File: src/rtl/i2s_rx.sv
// I2S receiver for a CS5343 ADC: divides clk into MCLK/SCLK/LRCK, deserialises L/R words and
// presents the pair (plus mono mix and peak meter) with a one-cycle valid at div = 780.
module i2s_rx (
  input  logic        clk,
  input  logic        rst,
  input  logic        en,
  input  logic        sdout,
  output logic        mclk,
  output logic        lrck,
  output logic        sclk,
  output logic [15:0] sample_l,
  output logic [15:0] sample_r,
  output logic [15:0] sample_mono,
  output logic        valid,
  output logic [15:0] peak,
  input  logic        peak_clr
);

  logic [9:0]  div_q, div_d;
  logic        mclk_q, mclk_d, sclk_q, sclk_d, lrck_q, lrck_d;
  logic [15:0] shift_q, shift_d, hold_q, hold_d;
  logic        pend_q, pend_d;
  logic [15:0] l_q, l_d, r_q, r_d, mono_q, mono_d;
  logic        valid_q, valid_d;
  logic [15:0] peak_q, peak_d;

  logic [4:0]  slot;
  logic        ch, capture, word_done, update;
  logic [15:0] mono_new, mono_abs, peak_base;

  always_comb begin
    div_d  = div_q + 10'd1;
    // Clock outputs track the next divider value so they stay phase-aligned with div_q.
    mclk_d = div_d[1];
    sclk_d = div_d[3];
    lrck_d = div_d[9];

    slot      = div_q[8:4];
    ch        = div_q[9];
    capture   = (div_q[3:0] == 4'hB) && (slot != 5'd0) && (slot <= 5'd16);
    word_done = capture && (slot == 5'd16);
    update    = word_done && ch && pend_q && en;

    shift_d = capture ? {shift_q[14:0], sdout} : shift_q;
    hold_d  = (word_done && !ch) ? shift_d : hold_q;

    pend_d = pend_q;
    if (!en) begin
      pend_d = 1'b0;
    end else if (div_q == 10'd1023) begin
      pend_d = 1'b1;
    end

    // floor((L+R)/2) = (L>>>1) + (R>>>1) + (L[0] & R[0]); result always fits in 16 bits
    mono_new = {hold_q[15], hold_q[15:1]} + {shift_d[15], shift_d[15:1]}
             + {15'd0, hold_q[0] & shift_d[0]};

    l_d     = update ? hold_q   : l_q;
    r_d     = update ? shift_d  : r_q;
    mono_d  = update ? mono_new : mono_q;
    valid_d = update;

    if (mono_q == 16'h8000) begin
      mono_abs = 16'h7FFF;
    end else if (mono_q[15]) begin
      mono_abs = 16'd0 - mono_q;
    end else begin
      mono_abs = mono_q;
    end

    // Clear is applied first, so a clear coinciding with valid still records the new sample.
    peak_base = peak_clr ? 16'd0 : peak_q;
    peak_d    = peak_q;
    if (en) begin
      if (valid_q) begin
        peak_d = (mono_abs > peak_base) ? mono_abs : peak_base;
      end else if (peak_clr) begin
        peak_d = 16'd0;
      end
    end
  end

  always_ff @(posedge clk or posedge rst) begin
    if (rst) begin
      div_q   <= 10'd0;
      mclk_q  <= 1'b0;
      sclk_q  <= 1'b0;
      lrck_q  <= 1'b0;
      shift_q <= 16'd0;
      hold_q  <= 16'd0;
      pend_q  <= 1'b0;
      l_q     <= 16'd0;
      r_q     <= 16'd0;
      mono_q  <= 16'd0;
      valid_q <= 1'b0;
      peak_q  <= 16'd0;
    end else begin
      div_q   <= div_d;
      mclk_q  <= mclk_d;
      sclk_q  <= sclk_d;
      lrck_q  <= lrck_d;
      shift_q <= shift_d;
      hold_q  <= hold_d;
      pend_q  <= pend_d;
      l_q     <= l_d;
      r_q     <= r_d;
      mono_q  <= mono_d;
      valid_q <= valid_d;
      peak_q  <= peak_d;
    end
  end

  assign mclk        = mclk_q;
  assign sclk        = sclk_q;
  assign lrck        = lrck_q;
  assign sample_l    = l_q;
  assign sample_r    = r_q;
  assign sample_mono = mono_q;
  assign valid       = valid_q;
  assign peak        = peak_q;

endmodule

File: config.mk
export PLATFORM = sky130hd
export DESIGN_NAME = i2s_rx
export DESIGN_NICKNAME = d
export VERILOG_FILES = /design/src/rtl/i2s_rx.sv
export SDC_FILE = /design/constraint.sdc
export NUM_CORES = 1
export LEC_CHECK = 0
export CORE_ASPECT_RATIO = 0.9
export CORE_MARGIN = 2
export CORE_UTILIZATION = 52
export CTS_BUF_LIST = sky130_fd_sc_hd__clkbuf_8
export DETAILED_ROUTE_END_ITERATION = 7
export GPL_TIMING_DRIVEN = 0
export PLACE_DENSITY = 0.79
export RECOVER_POWER = 50
export SETUP_SLACK_MARGIN = 0.15
export SYNTH_ARGS = -nofsm -noshare
export SYNTH_HDL_FRONTEND = slang
export SYNTH_SLANG_ARGS = --single-unit
File: constraint.sdc
create_clock -name clk -period 3.6 [get_ports clk]
set_clock_uncertainty 0.05 [all_clocks]
set_input_delay 0.36 -clock clk [delete_from_list [all_inputs] [get_ports clk]]
set_output_delay 0.36 -clock clk [all_outputs]
set_load 0.01 [all_outputs]
[After elaboration in Yosys (flattened, before gate mapping)]
Index checks and enable logic that the tools add are counted.
Operators by class
  reduce and logical (&&, ||, !) cells: 9
  bitwise operators: 1
  order comparisons: 2
  $add $sub $neg: 4
  equality and inequality tests: 5
  mux-type cells: 8
Operators by type and width (count)
  $mux W16: 6
  $add A15 B15 Y16: 1
  $add A16 B1 Y16: 1
  $eq A16 B16 Y1 const B: 1
  $gt A16 B16 Y1: 1
  $sub A1 B16 Y16 const A: 1
  $add A10 B1 Y10 const B: 1
  $eq A10 B10 Y1 const B: 1
  $logic_and A1 B1 Y1: 7
  $eq A5 B5 Y1 const B: 1
  $le A5 B5 Y1 const B: 1
  $reduce_bool A5 Y1: 1
  $eq A4 B4 Y1 const B: 1
  $mux W1: 2
  $ne A2 B1 Y1 const B: 1
  $and A1 B1 Y1: 1
  $logic_not A1 Y1: 1
Word-level totals
  logic and storage cells: 41
  bits of input ports: 5
  register bits: 111
  output and inout bits: 68

[Longest topological paths before layout]
Gate-level depths: netlist (run 1).
  depth after elaboration: 7
  depth in mapped cells: 15
  depth with buffers taken out: 13

[Least setup slack after synthesis (run 1)]
Ideal clock, no wire load.
  path kind: register -> register
  start: reg div_q[5]
  end: reg mono_q[14], in the netlist sample_mono[14]
  data arrival time: 3.483 ns
  clock period less this slack: 3.657 ns
  path slack: -0.057 ns
  library setup time: 0.124 ns
  data required time: 3.426 ns
  path buffers: 1
  stages on the path, launching flop included: 13
  path through: dfrtp_1 > nor4_4 > xnor2_1 > nand2_4 > buf_8 > mux2i_1 > inv_1 > fa_1 > fa_1 > a21o_1 > a221oi_1 > o2bb2ai_1 > a211o_1
On the way
  elaborated cells between the ends (all ways): 13
  classes of those cells: add/sub: 2; order compare: 1; eq/ne: 1; mux: 1; bitwise: 1; reduce/logical: 7
RTL lines
  from (decl): RTL line 19  | logic [9:0] div_q, div_d;
  from (signal assigned): RTL line 98  | div_q <= div_d;
  parallel branches: the longest is 2 deep, another holds $le A5 B5 Y1
  $logic_and A1 B1 Y1 (*): RTL line 40  | capture = (div_q[3:0] == 4'hB) && (slot != 5'd0) && (slot <= 5'd16);
  $mux W16 (*): RTL line 44  | shift_d = capture ? {shift_q[14:0], sdout} : shift_q;
  net shift_d[1]: RTL line 21  | logic [15:0] shift_q, shift_d, hold_q, hold_d;
  $add A15 B15 Y16 (*): RTL line 55  | mono_new = {hold_q[15], hold_q[15:1]} + {shift_d[15], shift_d[15:1]}
  $add A16 B1 Y16 (*): RTL line 56  | + {15'd0, hold_q[0] & shift_d[0]};
  to (signal assigned): RTL line 107  | mono_q <= mono_d;
  to (decl): RTL line 23  | logic [15:0] l_q, l_d, r_q, r_d, mono_q, mono_d;
Mark *: on every way through the listed nets, which the timed path passes.
A chain may end at the register's enable or synchronous reset.

[Worst setup path in the final report (run 1)]
  start: reg mono_q[1], in the netlist sample_mono[1]
  end: reg peak_q[1], in the netlist peak[1]
On the way
  longest elaborated chain between the ends: 6
  elaborated cells between the ends (all ways): 7
  classes of those cells: add/sub: 1; order compare: 1; eq/ne: 1; mux: 4
RTL lines
  $sub A1 B16 Y16: RTL line 66  | mono_abs = 16'd0 - mono_q;
  $mux W16: RTL line 65  | end else if (mono_q[15]) begin
  $mux W16 (*): RTL line 63  | if (mono_q == 16'h8000) begin
  $gt A16 B16 Y1: RTL line 76  | peak_d = (mono_abs > peak_base) ? mono_abs : peak_base;
  $mux W16 (*): RTL line 76
  $mux W16 (*): RTL line 75  | if (valid_q) begin
  to (signal assigned): RTL line 109  | peak_q <= peak_d;
  to (decl): RTL line 25  | logic [15:0] peak_q, peak_d;
Every way passes the cells marked *; elsewhere a longest branch is shown, timed or not.

==> results.md, run 1 <==
* **power dissipated by switching net loads** 0.466 mW
* **critical path depth in cells** 13
* **post-synthesis to final-layout area growth** 28.3%
* **data arrival time of the worst path** 3.68 ns
* **share of the clock period used by the worst path** 96.0%
* **antenna cells** 0
* **Slowest cell on crit path** sky130_fd_sc_hd__dfrtp_1
* **leakage power of the design** 3.51 nW
* **first-pass GRT wire length** 23800 um
* **Post-synth ARST share** 100%
* **top flip-flop cell by instance count after synthesis** sky130_fd_sc_hd__dfrtp_1
* **initial core utilization** 53.0%
* **number of hold violations in the final report** 0
* **depth of the CTS H-tree** 3
* **die outline area** 0.0118 sq mm
* **dpl hpwl** 10300 um
* **FF-to-FF path depth** 13
* **mean area per synthesized cell** 9.81 sq um
* **cell repeated most along the worst path** sky130_fd_sc_hd__buf_4
* **Worst path max stage delay** 0.42 ns
* **Via Count** 4880
* **combined area of all synthesized cells** 0.00568 sq mm
* **Req. time, crit path** 3.82 ns
* **# DRC** 0
* **startpoint class of the critical path** register
* **total gr overflow** 0
* **global-route usage over all layers** 25.8%
* **# IOs** 73
* **via count of the first global-routing pass** 4759
* **Worst VDD drop** 0.275 mV
* **DRT iter0 DRCs** 321
* **synth unique cells** 63
* **Net Sw Frac** 23.4%
* **number of cells on the worst hold path** 2
* **final worst setup slack** 0.145 ns
* **Crit. Startpoint** sample_mono[1]
* **result of the run** complete, but fails checks
* **crit-path cells** buf_4 > nor3_4 > nand4_1 > buf_4 > a221oi_1 > a31oi_1 > ha_1 > nand4_1 > buf_4 > a2111oi_4 > o311ai_4 > buf_6 > a22o_1
* **IO buf count** 72
* **via density per instance** 5.82
* **synthesized net count** 618
* **Min Hold Slack** 0.431 ns
* **TritonCTS clock tree** done
* **library cell with the largest summed area after synthesis** sky130_fd_sc_hd__dfrtp_1
* **RR Endpoint** peak[1]
* **initial antenna violation count** 0
* **count of maximum capacitance violations** 1
* **endpoint of the most critical setup path** peak[1]
* **slew at the pin closest to its max-slew limit** 2.09 ns
* **gate count after technology mapping** 579
* **final weighted congestion in routability-driven placement** 0.920
* **critical path capture point type** register
* **relative contribution of sequential cells to total power** 61.1%
* **total internal power** 1.52 mW
* **Yosys Warn Count** 0
* **number of detailed-route iterations in the first pass** 6
* **register-to-register setup slack** 0.15 ns
* **Synth top area share** 47.6%
* **fillers** 832
* **largest cells by area after synthesis** sky130_fd_sc_hd__dfrtp_1, sky130_fd_sc_hd__nand2_1, sky130_fd_sc_hd__ha_1, sky130_fd_sc_hd__o21ai_0, sky130_fd_sc_hd__mux2i_1
* **EDFF count, synth** 0
* **shortest clock period the worst path allows after layout** 3.45 ns
* **Max Buffers Root-to-Sink** 2
* **drt wl/cell** 17.9 um
* **Cell Area, Placed** 0.00663 sq mm
* **Chip Width** 114 um
* **number of hold-repair buffers added at the cts stage** 0
* **highest net fanout along the worst path** 10
* **post-route ant nets** 0
* **most repeated cell in the gate-level netlist after synthesis** sky130_fd_sc_hd__nand2_1
* **CTS clock-pin slew for the worst setup and hold paths** 0.10 ns
* **worst setup slack before clock tree synthesis** -0.319 ns
* **Synth top cells by count** sky130_fd_sc_hd__nand2_1, sky130_fd_sc_hd__dfrtp_1, sky130_fd_sc_hd__o21ai_0, sky130_fd_sc_hd__ha_1, sky130_fd_sc_hd__inv_1
* **type of the worst min-delay path** register to register
* **final setup violating endpoints** 0
* **sum of routed wire length over all layers** 15000 um
* **buffers and inverters on the worst path** 4
* **number of sinks driven by the clock tree** 108
* **Num CTS Buffers** 9
* **combinational share of power** 2.8%
* **Power Dens Cells** 273 mW/mm^2
* **worst-skew pair later-pin latency** 0.38 ns
* **register bit total from synthesis** 108
* **sequential share of the synthesized area** 47.6%
* **share of post-route cells with drive strength above 1** 15.3%
* **die span in y** 103 um
* **floorplan core area** 0.0107 sq mm
* **largest net degree at the start of global routing** 56
* **NumNets Final** 739
* **root buffer cell** sky130_fd_sc_hd__clkbuf_8
* **Design Area, Final** 0.00729 sq mm
* **Placement Rows** 36
* **failing checks** capacitance limit, slew limit
* **maximum clock rate** 289 MHz
* **share of total power in the clock network** 36.1%
* **cell family with the largest share of critical-path delay** compound AO/OA/AOI/OAI gates
* **count of final max-slew check failures** 56
* **critical path class** register to register
* **reg2reg start** sample_mono[1]
* **Total Power Consumption** 1.99 mW
* **worst max-slew margin expressed relative to the limit** -39.2%
* **setup repair after global routing missed its margin** yes
## cell usage in the layout, fill, tap and decap left out, types with 4 or more instances in the layout
master                            instances
sky130_fd_sc_hd__dfrtp_2                  4
sky130_fd_sc_hd__o21a_1                   5
sky130_fd_sc_hd__o211ai_1                 4
sky130_fd_sc_hd__nand3_1                 12
sky130_fd_sc_hd__nand4_1                 10
sky130_fd_sc_hd__clkbuf_8                11
sky130_fd_sc_hd__clkbuf_1                12
sky130_fd_sc_hd__a21o_1                   6
sky130_fd_sc_hd__a22o_1                  16
sky130_fd_sc_hd__o31ai_1                  5
sky130_fd_sc_hd__xor2_1                   5
sky130_fd_sc_hd__dfrtp_1                104
sky130_fd_sc_hd__o21ai_1                  4
sky130_fd_sc_hd__buf_4                   35
sky130_fd_sc_hd__xnor2_1                 12
sky130_fd_sc_hd__clkdlybuf4s50_1         49
sky130_fd_sc_hd__o21ai_0                 39
sky130_fd_sc_hd__mux2i_1                 13
sky130_fd_sc_hd__a21oi_1                 22
sky130_fd_sc_hd__ha_1                    30
sky130_fd_sc_hd__nor3_1                   9
sky130_fd_sc_hd__nor2_1                  18
sky130_fd_sc_hd__inv_1                   28
sky130_fd_sc_hd__a211oi_1                 5
sky130_fd_sc_hd__nand2b_1                15
sky130_fd_sc_hd__dlygate4sd3_1           23
sky130_fd_sc_hd__and3_1                   7
sky130_fd_sc_hd__buf_6                    6
sky130_fd_sc_hd__a31oi_1                  4
sky130_fd_sc_hd__nand2_1                112
sky130_fd_sc_hd__nand4b_1                 4
## stage by stage
stage          TNS [ns]  utilization (%)  cells
2_1_floorplan         0                -    579
4_1_cts               0             65.1    813
3_5_place_dp      -1.88             61.8    785
6_report              0             68.0    838
5_1_grt               0             68.0    838
3_3_place_gp    -120.22             61.6    784
## registers in the layout, summed over array words and instances, names as in the netlist
name / count
valid: 1
div_q: 10
sample_mono: 16
hold_q: 16
shift_q: 16
peak: 16
sample_l: 16
sample_r: 16
pend_q: 1
## repair_timing
item | 4_1_cts | 5_1_grt
setup endpoints to repair | 26 | 26
resized for setup | 17 | 36
buffers inserted | 12 | 25
pin swaps | 8 | 16
## area by class of cell
| type | count | area (sq um) | area share, % |
|---|---|---|---|
| Multi-Input combinational cell | 419 | 2970 | 40.7 |
| Sequential cell | 108 | 2710 | 37.2 |
| Timing Repair Buffer | 110 | 1010 | 13.9 |
| Tap cell | 133 | 166 | 2.28 |
| Clock buffer | 11 | 151 | 2.08 |
| Buffer | 21 | 130 | 1.79 |
| Inverter | 31 | 116 | 1.60 |
| Clock inverter | 5 | 36.3 | 0.498 |
## worst min path at each step
| stage | from | to | slack (ns) |
|---|---|---|---|
| final | sample_l[4] | sample_l[4] | 0.43 |
| after global routing | sample_l[3] | sample_l[3] | 0.46 |
| after CTS | rst | hold_q[9] | 0.41 |
| after detailed placement | sample_l[12] | sample_l[12] | 0.42 |
| after global placement | sample_l[0] | sample_l[0] | 0.41 |
| after floorplan | div_q[0] | div_q[0] | 0.39 |
## worst register-to-register path, delay by kind of cell (launching register included)
family / cells / cell delay [ns]
AOI/OAI and AO/OA: 5 / 1.06
adders and majority gates: 1 / 0.37
buffers and inverters: 4 / 0.75
DFF: 1 / 0.42
and+or+nand+nor: 3 / 0.69
## per-layer routing
layer	up-vias	global-route usage [%]	part of all wire (%)
met5	-	0	0
met4	0	10.9	2.9
met3	34	5.06	4.8
met2	171	41.2	47
met1	2389	34.9	45
li1	2286	-	-
## kinds of logic after synthesis
group	synth area share [%]
simple gates	18.8
compound gates	15.9
flops	47.6
buf+inv	4.05
fa+ha+maj	7.75
xor+xnor	2.77
mux	3.17
## power by group through the flow
stage               combinational, mW  clock, mW  sequential, mW
floorplan                      0.0304          0            1.24
global placement               0.0467          0            1.24
detailed placement             0.0527          0            1.24
CTS                            0.0563      0.727            1.22
global route                   0.0623      0.785            1.22
finish                         0.0551      0.718            1.22
Power figures use the tool's default switching activity.
==> inputs of run 2 (changes only) <==
Settings changed: CAP_MARGIN set to 10, CORE_MARGIN 2 to unset.
Clock period 3.6 ns to 3.1 ns, I/O delays scaled along.
==> results.md, run 2 (synthesis gave the netlist of run 1 again) <==
* **slew at the pin closest to its max-slew limit** 1.34 ns
* **setup repair after global routing missed its margin** yes
* **shortest clock period the worst path allows after layout** 3.49 ns
* **DRT iter0 DRCs** 270
* **share of post-route cells with drive strength above 1** 22.6%
* **count of final max-slew check failures** 0
* **fillers** 741
* **sum of routed wire length over all layers** 14600 um
* **share of the clock period used by the worst path** 112%
* **top library cells by usage in the layout, fill and taps aside** sky130_fd_sc_hd__nand2_1, sky130_fd_sc_hd__dfrtp_1, sky130_fd_sc_hd__clkdlybuf4s50_1
* **final weighted congestion in routability-driven placement** 0.861
* **Chip Width** 112 um
* **register cell area after layout** 0.00271 sq mm
* **failing checks** DRC, setup timing
* **highest net fanout along the worst path** 7
* **final worst setup slack** -0.387 ns
* **root buffer cell** sky130_fd_sc_hd__clkbuf_8
* **post-route ant nets** 0
* **cell family with the largest share of critical-path delay** simple AND/OR/NAND/NOR gates
* **NumNets Final** 760
* **total gr overflow** 0
* **via count of the first global-routing pass** 4884
* **count of maximum capacitance violations** 0
* **Worst VDD drop** 0.350 mV
* **worst max-slew margin expressed relative to the limit** 10.4%
* **crit-path cells** nor4_4 > xnor2_2 > nand2_8 > buf_12 > mux2i_4 > inv_2 > fa_2 > fa_2 > a21o_1 > a221oi_4 > nor2_1 > nor3_2 > o31ai_1
* **global-route usage over all layers** 26.5%
* **die span in y** 101 um
* **Via Count** 4889
* **Req. time, crit path** 3.29 ns
* **largest net degree at the start of global routing** 33
* **Slowest cell on crit path** sky130_fd_sc_hd__dfrtp_2
* **initial antenna violation count** 0
* **worst-skew pair later-pin latency** 0.39 ns
* **leakage power of the design** 3.52 nW
* **Num CTS Buffers** 9
* **result of the run** complete, but fails checks
* **number of sinks driven by the clock tree** 108
* **first-pass GRT wire length** 23300 um
* **utilization after layout** 74.5%
* **number of hold violations in the final report** 0
* **Placement Rows** 35
* **IO buf count** 72
* **CTS clock-pin slew for the worst setup and hold paths** 0.10 ns
* **depth of the CTS H-tree** 3
* **number of detailed-route iterations in the first pass** 8
* **post-synthesis to final-layout area growth** 36.7%
* **dpl hpwl** 10100 um
* **Worst path max stage delay** 0.44 ns
* **critical path class** register to register
* **combined area of the multi-input logic cells** 0.00321 sq mm
* **die outline area** 0.0113 sq mm
* **antenna cells** 0
* **floorplan core area** 0.0104 sq mm
* **drt wl/cell** 17.0 um
* **startpoint class of the critical path** register
* **Max Buffers Root-to-Sink** 2
* **Total Power Consumption** 2.38 mW
* **buffers and inverters on the worst path** 2
* **via density per instance** 5.72
* **# IOs** 73
* **number of hold-repair buffers added at the cts stage** 0
* **data arrival time of the worst path** 3.68 ns
* **initial core utilization** 54.5%
* **leading cell type in the layout, fill and taps excluded** sky130_fd_sc_hd__nand2_1
* **final setup violating endpoints** 28
* **critical path capture point type** register
* **# DRC** 4
* **TritonCTS clock tree** done
* **type of the worst min-delay path** register to register
* **Power Dens Cells** 306 mW/mm^2
* **maximum clock rate** 287 MHz
* **cell repeated most along the worst path** sky130_fd_sc_hd__fa_2
## run 2: cell count changes in the layout (fill, tap and decap cells not counted), moves of 5 or more
cell | before | now
sky130_fd_sc_hd__a21oi_1 | 22 | 16
sky130_fd_sc_hd__buf_4 | 35 | 50
sky130_fd_sc_hd__clkdlybuf4s50_1 | 49 | 71
sky130_fd_sc_hd__dlygate4sd3_1 | 23 | 1
sky130_fd_sc_hd__ha_1 | 30 | 24
sky130_fd_sc_hd__inv_1 | 28 | 22
sky130_fd_sc_hd__mux2i_4 | 2 | 7
sky130_fd_sc_hd__o21ai_0 | 39 | 34
## run 2: worst paths after layout
check	startpoint	endpoint	slack [ns]	cells after the start
setup / recovery	div_q[7]	sample_mono[10]	-0.39	13
hold / removal	sample_l[14]	sample_l[14]	0.43	2
setup reg to reg	div_q[7]	sample_mono[10]	-0.39	13
hold reg to reg	sample_l[14]	sample_l[14]	0.43	2
max in group asynchronous	rst	sample_l[9]	0.24	5
min in group asynchronous	rst	peak[6]	0.46	2
## run 2: area by class of cell
class	count	share of cell area (%)
plain buffers	21	1.77
repair buffers	131	15.7
clock buffers	9	1.59
well taps	129	2.08
clock inverters	7	1.06
flip-flops and latches	108	34.9
inverters	31	1.56
multi-input cells	419	41.3
## run 2: power breakdown
group          internal [mW]  leakage (nW)  switching (mW)
clock network          0.388         0.104           0.510
logic                 0.0239          1.95          0.0443
registers               1.41          1.46         0.00319
## run 2: what timing repair did
item | in CTS | in global routing
resized for setup | 42 | 22
endpoints found under the setup margin | 30 | 30
cloned | 1 | 0
setup buffers | 39 | 16
pin swaps | 41 | 23
endpoints found under the hold margin | 0 | 0
## run 2: through the flow
stage	setup TNS, ns	hold WS, ns	worst slack [ns]	cell area, sq um	cells
final	-5.06	0.433	-0.387	7770	855
after global routing	-17.95	0.456	-0.489	7770	855
after CTS	-4.00	0.252	-0.316	7590	839
after floorplan	-0.785	0.382	-0.225	5920	579
after detailed placement	-9.45	0.412	-0.606	6860	783
after global placement	-7.02	0.412	-0.529	6800	780
## run 2: per-layer routing
| metal | vias to the layer above | global-route usage (%) | wire, um |
|---|---|---|---|
| li1 | 2329 | - | - |
| met1 | 2381 | 33.0 | 6340 |
| met2 | 139 | 44.7 | 7040 |
| met3 | 40 | 5.39 | 679 |
| met4 | 0 | 13.2 | 505 |
| met5 | - | 0 | 0 |
## run 2: worst register-to-register path: cells and delay by family (launching register included)
kind | cells | cell delay, ns
buf+inv | 2 | 0.23
xor+xnor | 1 | 0.21
mux | 1 | 0.17
fa+ha+maj | 2 | 0.73
flops | 1 | 0.44
compound gates | 3 | 0.62
simple gates | 4 | 0.90
==> inputs of run 3 (changes only) <==
Settings changed: HOLD_SLACK_MARGIN set to 0.1.
==> results of run 3 <==
Same layout as run 2: the final DEF is identical, and so are final timing and power.
